[config.mk]
export PLATFORM = sky130hd
export DESIGN_NAME = rs232_txd_arbiter
export DESIGN_NICKNAME = d
export VERILOG_FILES = /design/src/rtl/rs232_txd_arbiter.sv
export SDC_FILE = /design/constraint.sdc
export NUM_CORES = 1
export LEC_CHECK = 0
export ABC_AREA = 0
export CAP_MARGIN = 20
export CORE_ASPECT_RATIO = 1.75
export CORE_MARGIN = 1
export CORE_UTILIZATION = 51
export DETAILED_ROUTE_END_ITERATION = 12
export PLACE_DENSITY = 0.95
export REMOVE_ABC_BUFFERS = 1
export SETUP_SLACK_MARGIN = 0.5
export SYNTH_ARGS = -nofsm -noshare
export SYNTH_HDL_FRONTEND = slang
export SYNTH_SLANG_ARGS = --single-unit
[constraint.sdc]
create_clock -name Clock16x -period 3.8 [get_ports Clock16x]
set_clock_uncertainty 0.05 [all_clocks]
set_input_delay 0.38 -clock Clock16x [delete_from_list [all_inputs] [get_ports Clock16x]]
set_output_delay 0.38 -clock Clock16x [all_outputs]
set_load 0.03 [all_outputs]
[src/rtl/rs232_txd_arbiter.sv]
// Round-robin arbiter and 8N1 serializer sharing one RS232 Txd line among NREQ byte producers.
// Define RS232_TXARB_PARITY_EN to insert an even-parity bit between the data bits and the stop bit.
module rs232_txd_arbiter #(
  parameter int NREQ      = 4,
  parameter int BIT_TICKS = 16
) (
  input  logic              Clock16x,
  input  logic              Reset,
  input  logic [NREQ-1:0]   ReqValid,
  input  logic [8*NREQ-1:0] ReqData,
  output logic [NREQ-1:0]   ReqReady,
  output logic              Txd,
  output logic              Busy,
  output logic [1:0]        GrantId
);

  localparam int TW = (BIT_TICKS > 1) ? $clog2(BIT_TICKS) : 1;
  localparam logic [TW-1:0] TICK_LAST = TW'(BIT_TICKS - 1);

  localparam logic [2:0] stIdle   = 3'd0;
  localparam logic [2:0] stStart  = 3'd1;
  localparam logic [2:0] stData   = 3'd2;
  localparam logic [2:0] stStop   = 3'd3;
`ifdef RS232_TXARB_PARITY_EN
  localparam logic [2:0] stParity = 3'd4;
`endif

  logic [2:0]    r_state;
  logic [TW-1:0] r_tick;
  logic [2:0]    r_bitcnt;
  logic [7:0]    r_shift;
  logic [1:0]    r_ptr;
  logic          r_txd;
  logic          r_busy;
  logic [1:0]    r_grant_id;
`ifdef RS232_TXARB_PARITY_EN
  logic          r_parity;
`endif

  logic            w_any;
  logic [1:0]      w_win_id;
  logic [NREQ-1:0] w_win_oh;
  logic [7:0]      w_win_data;
  logic [1:0]      w_next_ptr;
  logic            w_tick_wrap;

  // First valid requester scanning upward from the pointer, wrapping at NREQ.
  always_comb begin
    w_any    = 1'b0;
    w_win_id = 2'd0;
    for (int k = 0; k < NREQ; k++) begin
      int idx;
      idx = int'(r_ptr) + k;
      if (idx >= NREQ) idx = idx - NREQ;
      if (!w_any && ReqValid[idx]) begin
        w_any    = 1'b1;
        w_win_id = 2'(idx);
      end
    end
  end

  assign w_win_oh    = w_any ? (NREQ'(1) << w_win_id) : '0;
  assign w_win_data  = ReqData[{w_win_id, 3'b000} +: 8];
  assign w_next_ptr  = (int'(w_win_id) == NREQ - 1) ? 2'd0 : w_win_id + 2'd1;
  assign w_tick_wrap = (r_tick == TICK_LAST);

  // Grant is only offered while idle and never while reset is being sampled.
  assign ReqReady = ((r_state == stIdle) && !Reset) ? w_win_oh : '0;
  assign Txd      = r_txd;
  assign Busy     = r_busy;
  assign GrantId  = r_grant_id;

  always_ff @(posedge Clock16x) begin
    if (Reset) begin
      r_state    <= stIdle;
      r_tick     <= '0;
      r_bitcnt   <= 3'd0;
      r_shift    <= 8'd0;
      r_ptr      <= 2'd0;
      r_txd      <= 1'b1;
      r_busy     <= 1'b0;
      r_grant_id <= 2'd0;
`ifdef RS232_TXARB_PARITY_EN
      r_parity   <= 1'b0;
`endif
    end else begin
      case (r_state)
        stIdle: begin
          if (w_any) begin
            r_shift    <= w_win_data;
            r_grant_id <= w_win_id;
            r_ptr      <= w_next_ptr;
            r_txd      <= 1'b0;
            r_busy     <= 1'b1;
            r_tick     <= '0;
            r_bitcnt   <= 3'd0;
            r_state    <= stStart;
`ifdef RS232_TXARB_PARITY_EN
            r_parity   <= ^w_win_data;
`endif
          end
        end
        stStart: begin
          if (w_tick_wrap) begin
            r_tick  <= '0;
            r_txd   <= r_shift[0];
            r_state <= stData;
          end else begin
            r_tick <= r_tick + 1'b1;
          end
        end
        stData: begin
          if (w_tick_wrap) begin
            r_tick <= '0;
            if (r_bitcnt == 3'd7) begin
`ifdef RS232_TXARB_PARITY_EN
              r_txd   <= r_parity;
              r_state <= stParity;
`else
              r_txd   <= 1'b1;
              r_state <= stStop;
`endif
            end else begin
              // Txd is registered, so the next bit is taken one position ahead.
              r_bitcnt <= r_bitcnt + 3'd1;
              r_shift  <= r_shift >> 1;
              r_txd    <= r_shift[1];
            end
          end else begin
            r_tick <= r_tick + 1'b1;
          end
        end
`ifdef RS232_TXARB_PARITY_EN
        stParity: begin
          if (w_tick_wrap) begin
            r_tick  <= '0;
            r_txd   <= 1'b1;
            r_state <= stStop;
          end else begin
            r_tick <= r_tick + 1'b1;
          end
        end
`endif
        stStop: begin
          if (w_tick_wrap) begin
            r_tick  <= '0;
            r_busy  <= 1'b0;
            r_state <= stIdle;
          end else begin
            r_tick <= r_tick + 1'b1;
          end
        end
        default: begin
          r_tick  <= '0;
          r_txd   <= 1'b1;
          r_busy  <= 1'b0;
          r_state <= stIdle;
        end
      endcase
    end
  end

endmodule

## After elaboration in Yosys (flattened, before gate mapping)

Cells that the tools add are included.

- Add/sub/neg operators: 10
- Order comparisons: 8
- Equality and inequality tests: 12
- Shifts and indexed selects: 2
- Mux-type cells: 52
- Bitwise logic cells: 2
- Reductions and logical operators: 17

Operators with widths:

| operator | number |
|---|---|
| 32-bit by 4-bit less-than comparator with 1-bit output, second input constant | 4 |
| 32-bit 2-to-1 mux | 4 |
| 32-bit by 6-bit indexed part select with 8-bit output | 1 |
| 3-bit 2-to-1 mux | 8 |
| 8-bit 2-to-1 mux | 3 |
| 1-bit 2-to-1 mux | 18 |
| 4-bit 2-to-1 mux | 4 |
| 8-bit one-hot mux with 2 select lines | 1 |
| 2-bit != test, second input constant | 6 |
| 3-bit one-hot mux with 4 select lines | 1 |
| 3-bit by 3-bit subtractor with 4-bit output, second input constant | 3 |
| 2-bit 2-to-1 mux | 5 |
| 3-bit >= comparator, second input constant | 3 |
| 1-bit binary-select mux with 2-bit select | 4 |
| 4-bit one-hot mux with 2 select lines | 1 |
| 4-bit AND reduction | 2 |
| 2-bit by 2-bit adder with 3-bit output, second input constant | 2 |
| 3-bit by 2-bit equality test with 1-bit output, second input constant | 2 |
| 3-bit one-hot mux with 2 select lines | 1 |
| 5-bit AND reduction | 1 |
| 4-bit by 1-bit adder with 4-bit output, second input constant | 1 |
| 4-bit equality test, second input constant | 1 |
| 1-bit logical AND | 4 |
| 1-bit zero test | 4 |
| other kinds (18) | 19 |

- Register bits after elaboration: 24
- Bits of input ports: 38
- Output and inout port bits: 8
- Logic and storage cells: 111

## Longest topological paths before layout

Gate-level depths: netlist (run 1).

- Depth after elaboration: 18
- Gate-level depth with buffers: 8
- Depth with buffers taken out: 7

## Least setup slack after synthesis (run 1)

Ideal clock, no wire load.

- Kind: input port to output port
- From: input ReqValid[0]
- To: output ReqReady[2]
- Arrival: 1633 ps
- Required time: 3370 ps
- Setup slack: 1737 ps
- Stages on the path: 7
- Buffers on the path: 1
- Path through: and2b_1 -> o21bai_1 -> nand2_1 -> inv_1 -> buf_2 -> ha_1 -> and3_1

- Longest elaborated chain between the ends: 16
- Elaborated cells between the ends (all ways): 29
- Classes of those cells: shift (1); mux (22); reduce/logical (6)

RTL lines:

| element | line | source |
|---|---|---|
| start: declaration | 9 | `input logic [NREQ-1:0] ReqValid,` |
| 1-bit binary-select mux with 2-bit select | 55 | `if (!w_any && ReqValid[idx]) begin` |
| 1-bit 2-to-1 mux (not written as such) (2 in series) | 55 |  |
| 1-bit 2-to-1 mux | 55 |  |
| 1-bit zero test | 55 |  |
| 1-bit logical AND | 55 |  |
| 1-bit 2-to-1 mux | 55 |  |
| 1-bit zero test | 55 |  |
| 1-bit logical AND | 55 |  |
| 1-bit 2-to-1 mux | 55 |  |
| 1-bit zero test | 55 |  |
| 1-bit logical AND | 55 |  |
| 2-bit 2-to-1 mux * | 55 |  |
| via w_win_id[1] | 41 | `logic [1:0] w_win_id;` |
| 1-bit by 2-bit << shifter with 4-bit output * | 62 | `assign w_win_oh = w_any ? (NREQ'(1) << w_win_id) : '0;` |
| 4-bit 2-to-1 mux * | 62 |  |
| 4-bit 2-to-1 mux * | 68 | `assign ReqReady = ((r_state == stIdle) && !Reset) ? w_win_oh : '0;` |
| end: declaration | 11 | `output logic [NREQ-1:0] ReqReady,` |

Mark *: on every way through the listed nets, which the timed path passes. The rest lies on a longest branch. The select of a mux whose other input is x is not followed.

## Worst setup path after layout (run 1)

- From: input ReqValid[1]
- To: output ReqReady[3]

Same word-level chain as after synthesis.

==> metrics.cfg, run 1 <==
[run_status]
status=completed

[critical_path]
max_stage_delay_ns=0.66
path_depth=8
path_class=input port to output port
worstPathArrival_ns=2.69
end_kind=output port
cp_num_buf_inv=3
crit_start=ReqValid[1]
reg2reg_slack_ns=1.37
reg2reg_from=r_state[0]$_SDFFE_PP0P_
cp-endpoint=ReqReady[3]
cpMaxStageDelayCell=clkdlybuf4s50_1
crit_top_cell=clkdlybuf4s50_1
cp_top_family=buffers and inverters
path_cells=clkdlybuf4s50_1, nor2_2, nor4b_2, nor2_1, inv_2, ha_1, and3_1, clkdlybuf4s50_1
critical_path.max_fanout=5
r2r-end=r_shift[2]$_SDFFE_PP0P_
critPathLaunchType=input port
ff2ff_path_depth=6
crit_required_ns=3.37

[timing]
tns_ns=0
finalMaxSlewViolations=0
grt_setup_unrepaired=no
period_needed_ns=3.12
min_period_over_period_pct=82.2
setup_violations=0
hold_viol=0
hold_ws_ns=0.408
relSlewSlack_pct=57.3
timing.fmax_mhz=320
tightest_slew_ns=0.635

[routing]
met2_length_mm=2.05
ant_nets=0
drt_iter0_markers=20
dr_wl_met3_um=99
wl_met1_mm=1.44
drc=0
firstDrtPassIters=4
wl_per_cell_um=13.2
vias=1575
routed_wl_mm=3.70
top_layer_used=met4
detail_route.vias_per_cell=5.63

[placed_design]
dp_hpwl_mm=2.95
gp_congestion=0.807
placed_cells=275
numPortBuffers=45

[synthesis]
synth_area_per_cell_um2=8.33
synthTopCellsByArea=dfxtp_1, mux2i_1, ha_1
yosysTopAreaCell=dfxtp_1
synth-edff-count=0
ys_async_sr_fraction_pct=0
ys.flop_type=dfxtp_1
synth-seq-cells=23
yosysWarnings=0
synth_area_um2=1610
seq_area_frac_synth_pct=28.6
synth_top_area_share_pct=28.6
ys_types=42
syn_inst=193

[global_routing]
antenna_found_initial=0
grt_pass1_wl_mm=6.24
grt.overflow.total=0
grt_pass1_vias=1494
track_usage_pct=23.6
grt_max_degree=17

[clock_network]
clock-sinks=23
cts_max_level=1
max-clock-path-buffers=2
clk_pin_slew_ns=0.08
numCtsBuffers=3
clk_latency_ns=0.27
postCtsSetupBuffers=0
cts_tree=yes
root_buffer=clkbuf_8

[floorplanning]
fp.dieArea_um2=3390
initial_core_util_pct=54.3
die_h_um=76.3
dieWidth_um=44.4
core_um2=2960
io_pins=46
rows=26

[final_layout]
diodes=0
layout-drive-gt1-share_pct=6.30
layout.nets=289
layout_commonest_cell=clkdlybuf4s50_1
instances_no_fill=280
final_cell_mix=clkdlybuf4s50_1, dfxtp_1, mux2i_1
syn_to_final_growth_pct=34.1

[worst_hold_path]
hp-class=register to register

[power_and_ir_drop]
p_leak_nw=0.890
ir_drop_v=0.000377
p_per_area_nw_per_um2=577

[job]
max_cap_violations=0

## worst register-to-register path, delay by kind of cell, from the launching register on
family                   cells  cell delay [ns]
flip-flops                   1             0.41
adder cells (fa/ha/maj)      1             0.37
AO/OA/AOI/OAI                2             0.40
AND/OR/NAND/NOR              2             1.05
buffers and inverters        1             0.09
## kinds of logic (layout without fill, tap and decap cells)
family          count (synthesis)  in the layout  share of synthesized area (%)
compound gates                 49             49                           20.3
fa+ha+maj                      12             12                           9.34
buf+inv                        16             61                           4.05
flops                          23             23                           28.6
mux                            19             19                           11.8
simple gates                   74             74                           25.8
## power by group
group / leakage [nW] / switching (mW) / total, mW / internal (mW)
sequential: 0.189 / 0.0476 / 0.364 / 0.316
combinational: 0.678 / 0.392 / 0.726 / 0.334
clock: 0.0228 / 0.0794 / 0.154 / 0.0750
total: 0.890 / 0.519 / 1.24 / 0.725
## what timing repair did
action                     CTS  global route
setup endpoints to repair    0             2
hold buffers                 0             0
resized for setup            0             1
## stage by stage
step	power [mW]	util [%]	cell area, um^2	setup slack (ns)
floorplan	0.854	-	1570	1.41
global placement	1.05	71.0	2100	0.787
detailed placement	1.08	71.0	2100	0.674
CTS	1.23	72.5	2150	0.673
global route	1.33	72.8	2160	0.526
finish	1.24	72.8	2160	0.677
## synthesized netlist by cell type (all sizes together), types with 3 or more instances
master,number
mux2i,19
a21oi,11
nor2b,10
inv,7
ha,12
a22oi,3
nand2,16
buf,3
nor2,14
nor4b,3
clkbuf,6
o211ai,6
o21ai,13
and2,8
nand3,3
a21boi,5
dfxtp,23
and3,10
## metal layers
metal  track usage (%)  vias to the layer above
met5                 0                        -
met4              11.8                        0
met3              1.90                        9
met2              42.5                       48
met1              25.9                      732
li1                  -                      786
## worst min path at each step
stage / startpoint / slack (ns) / end / cells past startpoint
after floorplan: Reset / 0.40 / r_shift[7]$_SDFFE_PP0P_ / 1
after global placement: GrantId[0]$_SDFFE_PP0P_ / 0.39 / GrantId[0]$_SDFFE_PP0P_ / 2
after detailed placement: GrantId[1]$_SDFFE_PP0P_ / 0.40 / GrantId[1]$_SDFFE_PP0P_ / 2
after CTS: GrantId[0]$_SDFFE_PP0P_ / 0.41 / GrantId[0]$_SDFFE_PP0P_ / 2
after global routing: GrantId[1]$_SDFFE_PP0P_ / 0.44 / GrantId[1]$_SDFFE_PP0P_ / 2
final: GrantId[0]$_SDFFE_PP0P_ / 0.41 / GrantId[0]$_SDFFE_PP0P_ / 2
## flip-flops by register name, summed over array words and instances, names as in the netlist
register and count:
r_bitcnt 3, r_ptr 2, GrantId 2, r_shift 8, Busy 1, r_state 2, Txd 1, r_tick 4
## cell type report
type | instances | area [um^2]
multi-input cells | 154 | 1080
fillers | 206 | 805
repair buffers | 50 | 488
flip-flops and latches | 23 | 460
well taps | 42 | 52.6
clock buffers | 4 | 45.0
inverters | 7 | 26.3
No activity file was read; power rests on OpenSTA's default activity.
==> run 2, diff against run 1 <==
CORE_UTILIZATION = 43   (was 51)
PLACE_DENSITY = 0.86   (was 0.95)
clock period = 2.73 ns   (was 3.8 ns; I/O delays follow)
==> run 2 against run 1 <==
- combinational power rose by 57%
- final cell count grew 5.7%
- first-iteration DRC count increased to 2.8 times the previous value
- non-clock buffer count rose by 12
- core utilization fell by 8.5 points
- wire length rose by 13%
- largest cell class unchanged
- critical endpoint is now ReqReady[1]
- sequential share of layout area is 1.3 points lower
- critical path depth decreased by 1
- total power increased by 50%
- design area rose by 7.2%
- worst setup slack got worse by 0.16 ns
- clock-buffer cell count unchanged
==> metrics.cfg, run 2 (synthesis results as in run 1) <==
[global_routing]
grt_pass1_vias=1543  ; +3.3%
grt_pass1_wl_mm=6.91  ; +11%
grt.overflow.total=0  ; unchanged
antenna_found_initial=0  ; unchanged
track_usage_pct=23.4  ; -0.19 points
grt_max_degree=16  ; -1

[critical_path]
r2r-end=r_shift[1]$_SDFFE_PP0P_
path_class=register to output port
critical_path.max_fanout=3  ; -2
reg2reg_slack_ns=0.80  ; -0.57 ns
crit_start=r_ptr[0]$_SDFFE_PP0P_
end_kind=output port
cp-endpoint=ReqReady[1]
ff2ff_path_depth=6  ; unchanged
reg2reg_from=r_state[0]$_SDFFE_PP0P_
worstPathArrival_ns=1.89  ; -0.80 ns
crit_required_ns=2.41  ; -0.96 ns
critPathLaunchType=register

[floorplanning]
dieWidth_um=48.2  ; +8.5%
initial_core_util_pct=44.8  ; -9.6 points
io_pins=46  ; unchanged
core_um2=3590  ; +21%
die_h_um=82.9  ; +8.7%
fp.dieArea_um2=4000  ; +18%
rows=29  ; +12%

[placed_design]
placed_cells=289  ; +5.1%
gp_congestion=0.820  ; +1.6%
postPlaceCellArea_um2=2190  ; +4.2%
dp_hpwl_mm=3.11  ; +5.7%
numPortBuffers=45  ; unchanged

[routing]
drc=0  ; unchanged
detail_route.vias_per_cell=5.45  ; -3.1%
vias=1614  ; +2.5%
routed_wl_mm=4.17  ; +13%
firstDrtPassIters=4  ; unchanged
drt_iter0_markers=55  ; +180%
wl_per_cell_um=14.1  ; +6.6%
ant_nets=0  ; unchanged

[final_layout]
multiInputGateArea_um2=1130  ; +4.2%
layout.nets=301  ; +4.2%
layout-drive-gt1-share_pct=16.4  ; +10 points
diodes=0  ; unchanged
instances_no_fill=296  ; +5.7%
final-seq-area_um2=463  ; +0.54%
reg_top3=r_shift (8), r_tick (4), r_bitcnt (3)
layout_commonest_cell=clkdlybuf4s50_1
largest_reg_flops=8  ; unchanged
fin_area_um2=2310  ; +7.2%
syn_to_final_growth_pct=43.7
top_register=r_shift
final_cell_mix=clkdlybuf4s50_1, dfxtp_1, mux2i_1
fillers=292  ; +42%

[clock_network]
clock-sinks=23  ; unchanged
cts_max_level=1  ; unchanged
root_buffer=clkbuf_8
numCtsBuffers=3  ; unchanged
max-clock-path-buffers=2  ; unchanged
cts_tree=yes
postCtsHoldBufs=0  ; unchanged
clk_pin_slew_ns=0.08  ; about the same
clk_latency_ns=0.27  ; about the same

[timing]
period_needed_ns=2.21
hold_viol=0  ; unchanged
tns_ns=0  ; unchanged
relSlewSlack_pct=61.2  ; +4.0 points
timing.fmax_mhz=452
hold_ws_ns=0.410  ; +0.00199 ns
grt_setup_unrepaired=yes
tightest_slew_ns=0.576  ; -0.0593 ns
setup_violations=0  ; unchanged
finalMaxSlewViolations=0  ; unchanged
min_period_over_period_pct=81.1

[power_and_ir_drop]
ir_drop_v=0.000464  ; +23%
p_per_area_nw_per_um2=810  ; +40%
p_leak_nw=0.975  ; +9.6%

[worst_hold_path]
hp-class=register to register

[run_status]
status=completed

[job]
max_cap_violations=0  ; unchanged

[run 2: worst min-delay path by stage]
| stage | startpoint | endpoint | slack [ns] | depth (start not counted) |
|---|---|---|---|---|
| after floorplan | Reset | r_shift[7]$_SDFFE_PP0P_ | 0.29 | 1 |
| after global placement | GrantId[0]$_SDFFE_PP0P_ | GrantId[0]$_SDFFE_PP0P_ | 0.39 | 2 |
| after detailed placement | GrantId[0]$_SDFFE_PP0P_ | GrantId[0]$_SDFFE_PP0P_ | 0.40 | 2 |
| after CTS | GrantId[0]$_SDFFE_PP0P_ | GrantId[0]$_SDFFE_PP0P_ | 0.41 | 2 |
| after global routing | GrantId[0]$_SDFFE_PP0P_ | GrantId[0]$_SDFFE_PP0P_ | 0.45 | 2 |
| final | GrantId[0]$_SDFFE_PP0P_ | GrantId[0]$_SDFFE_PP0P_ | 0.41 | 2 |
[run 2: area by class of cell]
| cell class | instances | area share [%] |
|---|---|---|
| Sequential cell | 23 | 20.0 |
| Clock buffer | 4 | 1.95 |
| Timing Repair Buffer | 62 | 25.6 |
| Tap cell | 46 | 2.49 |
| Inverter | 7 | 1.14 |
| Multi-Input combinational cell | 154 | 48.8 |
[run 2: metrics by stage]
stage | util (%) | power [mW] | setup slack (ns)
6_report | 64.3 | 1.87 | 0.516
5_1_grt | 64.3 | 2.01 | 0.430
4_1_cts | 63.0 | 1.84 | 0.504
3_5_place_dp | 61.0 | 1.60 | -0.0322
3_3_place_gp | 61.0 | 1.57 | 0.0861
2_1_floorplan | - | 1.19 | 0.480
[run 2: layer usage]
metal  vias to the layer above  GRT usage (%)  routed length [um]
met2                        40           38.5                2350
li1                        808              -                   -
met3                         5           2.17                 114
met4                         0           11.9                  80
met5                         -              0                   0
met1                       761           28.0                1620
[run 2: critical path, stage by stage (launching register included)]
cell and delay [ns]:
dfxtp_2 0.35, and2b_2 0.24, nor4b_4 0.27, nor2_2 0.11, inv_2 0.07, ha_1 0.13
and3_1 0.14, clkdlybuf4s15_2 0.30
[run 2: power breakdown]
part	switching [mW]	internal [mW]	leakage [nW]
Sequential	0.0705	0.442	0.190
Clock	0.115	0.105	0.0228
Combinational	0.582	0.559	0.763
[run 2: what timing repair did]
| action | 4_1_cts | 5_1_grt |
|---|---|---|
| pin swaps | 4 | 4 |
| buffers inserted | 1 | 2 |
| endpoints found under the setup margin | 9 | 8 |
| resized for setup | 22 | 8 |
==> run 3, diff against run 2 <==
CORE_UTILIZATION = 48   (was 43)
PLACE_DENSITY = 0.9   (was 0.86)
clock period = 2.14 ns   (was 2.73 ns; I/O delays follow)
==> run 3 against run 2 <==
- the flow now finishes with violations (setup timing)
- largest power group unchanged
- register-to-register slack lost 0.61 ns
- combinational power increased by 85%
- non-clock buffer count up 19
- worst setup slack lost 0.53 ns
- first-iteration DRC count is 29% higher
- final cell count up 5.4%
- sequential share of layout area down 2.8 points
- critical path depth stayed put
- hold slack gained 0.046 ns
- design area grew 19%
==> metrics.cfg, run 3 (synthesis results as in run 1) <==
[timing]
finalMaxSlewViolations=0  ; unchanged
relSlewSlack_pct=76.0  ; +15 points
hold_viol=0  ; unchanged
grt_setup_unrepaired=yes
tightest_slew_ns=0.357  ; -0.219 ns
fin_ws_ns=-0.0132  ; -0.529 ns
timing.fmax_mhz=464
period_needed_ns=2.15
min_period_over_period_pct=101
setup_violations=1  ; +1

[power_and_ir_drop]
seqPwrFrac_pct=22.0  ; -5.4 points
p_per_area_nw_per_um2=1120  ; +38%
swShare_pct=43.2  ; +2.2 points
p_total_mw=3.09  ; +65%
p_leak_nw=1.12  ; +15%
ir_drop_v=0.000795  ; +71%
intPower_mw=1.75  ; +59%
p_sw_mw=1.33  ; +74%
clockPowerShare_pct=9.7  ; -2.0 points
combPwrFrac_pct=68.3  ; +7.4 points

[floorplanning]
rows=27  ; -6.9%
io_pins=46  ; unchanged
die_h_um=78.6  ; -5.2%
core_um2=3180  ; -12%
initial_core_util_pct=50.6  ; +5.9 points
fp.dieArea_um2=3590  ; -10%
dieWidth_um=45.8  ; -5.1%

[final_layout]
layout_commonest_cell=clkdlybuf4s50_1
largest_reg_flops=8  ; unchanged
fillers=164  ; -44%
reg_top3=r_shift (8), r_tick (4), r_bitcnt (3)
syn_to_final_growth_pct=71.6
diodes=0  ; unchanged
top_register=r_shift
layout.nets=320  ; +6.3%
layout-drive-gt1-share_pct=36.8  ; +20 points
final_core_util_pct=86.9  ; +23 points
final_cell_mix=clkdlybuf4s50_1, buf_4, dfxtp_1

[routing]
wl_per_cell_um=19.9  ; +41%
vias=1879  ; +16%
detail_route.vias_per_cell=6.02  ; +10%
drt_iter0_markers=71  ; +29%
routed_wl_mm=6.20  ; +49%
ant_nets=0  ; unchanged
drc=0  ; unchanged
firstDrtPassIters=4  ; unchanged

[run_status]
status=finished with violations
violations=setup timing

[clock_network]
cts_tree=yes
clk_pin_slew_ns=0.09  ; about the same
max-clock-path-buffers=2  ; unchanged
postCtsHoldBufs=0  ; unchanged
numCtsBuffers=3  ; unchanged
clock-sinks=23  ; unchanged
cts_max_level=1  ; unchanged
clk_latency_ns=0.28  ; about the same
root_buffer=clkbuf_8

[placed_design]
dp_hpwl_mm=3.20  ; +2.8%
numPortBuffers=45  ; unchanged
pre_cts_ws_ns=-0.0704  ; -0.0383 ns
gp_congestion=0.960  ; +17%

[global_routing]
grt.overflow.total=0  ; unchanged
grt_pass1_vias=1825  ; +18%
grt_max_degree=23  ; +7
antenna_found_initial=0  ; unchanged
track_usage_pct=32.3  ; +8.9 points
grt_pass1_wl_mm=8.54  ; +23%

[critical_path]
end_kind=output port
critical_path.max_fanout=4  ; +1
reg2reg_slack_ns=0.19  ; -0.61 ns
path_class=register to output port
crit_required_ns=1.88  ; -0.53 ns
worstPathArrival_ns=1.89  ; about the same
critPathLaunchType=register

[worst_hold_path]
hp-class=register to register

[job]
max_cap_violations=0  ; unchanged

==> run 3: worst paths after layout <==
kind | endpoint | startpoint | cells past startpoint
min reg2reg | GrantId[0]$_SDFFE_PP0P_ | GrantId[0]$_SDFFE_PP0P_ | 2
min | GrantId[0]$_SDFFE_PP0P_ | GrantId[0]$_SDFFE_PP0P_ | 2
max reg2reg | r_shift[7]$_SDFFE_PP0P_ | r_ptr[0]$_SDFFE_PP0P_ | 7
max | ReqReady[2] | r_ptr[0]$_SDFFE_PP0P_ | 7
==> run 3: repair_timing <==
action	4_1_cts	5_1_grt
pin swaps	21	16
gates cloned	1	0
buffers inserted	15	3
setup endpoints to repair	22	22
resized for setup	71	32
==> run 3: layout make-up <==
| type | instances | area (um^2) | area share (%) |
|---|---|---|---|
| Inverter | 7 | 33.8 | 1.22 |
| Clock buffer | 3 | 41.3 | 1.50 |
| Sequential cell | 23 | 475 | 17.2 |
| Tap cell | 43 | 53.8 | 1.95 |
| Multi-Input combinational cell | 154 | 1390 | 50.2 |
| Timing Repair Buffer | 81 | 764 | 27.7 |
| Clock inverter | 1 | 5.00 | 0.181 |
==> run 3: power by group through the flow <==
stage                     registers [mW]  clock network (mW)  logic (mW)
after floorplan                    0.683                   0       0.834
after global placement             0.648                   0        1.37
after detailed placement           0.657                   0        1.40
after CTS                          0.666               0.281        1.80
after global routing               0.688               0.306        2.23
final                              0.679               0.298        2.11
==> run 3: critical path: stages, from the launching register on <==
cell	delay (ns)
dfxtp_2	0.35
and2b_2	0.24
a211o_1	0.29
nand2_4	0.13
inv_4	0.06
ha_1	0.20
and3_1	0.18
buf_6	0.14
==> run 3: layer usage <==
metal  global-route usage [%]  wire length [um]  share of wire [%]  up-vias
met4                     15.6               250                4.0        0
met3                     1.61               293                4.7       26
met5                        0                 0                  0        -
li1                         -                 -                  -      851
met1                     34.7              2160                 35      903
met2                     59.7              3490                 56       99
==> run 3: per-stage QoR <==
| stage | instance area, um^2 | setup TNS [ns] | instances | hold WS (ns) |
|---|---|---|---|---|
| after floorplan | 1570 | -0.102 | 184 | 0.230 |
| after global placement | 2200 | -0.140 | 289 | 0.393 |
| after detailed placement | 2200 | -0.483 | 289 | 0.410 |
| after CTS | 2630 | 0 | 309 | 0.422 |
| after global routing | 2760 | -0.0355 | 312 | 0.459 |
| final | 2760 | -0.0132 | 312 | 0.456 |
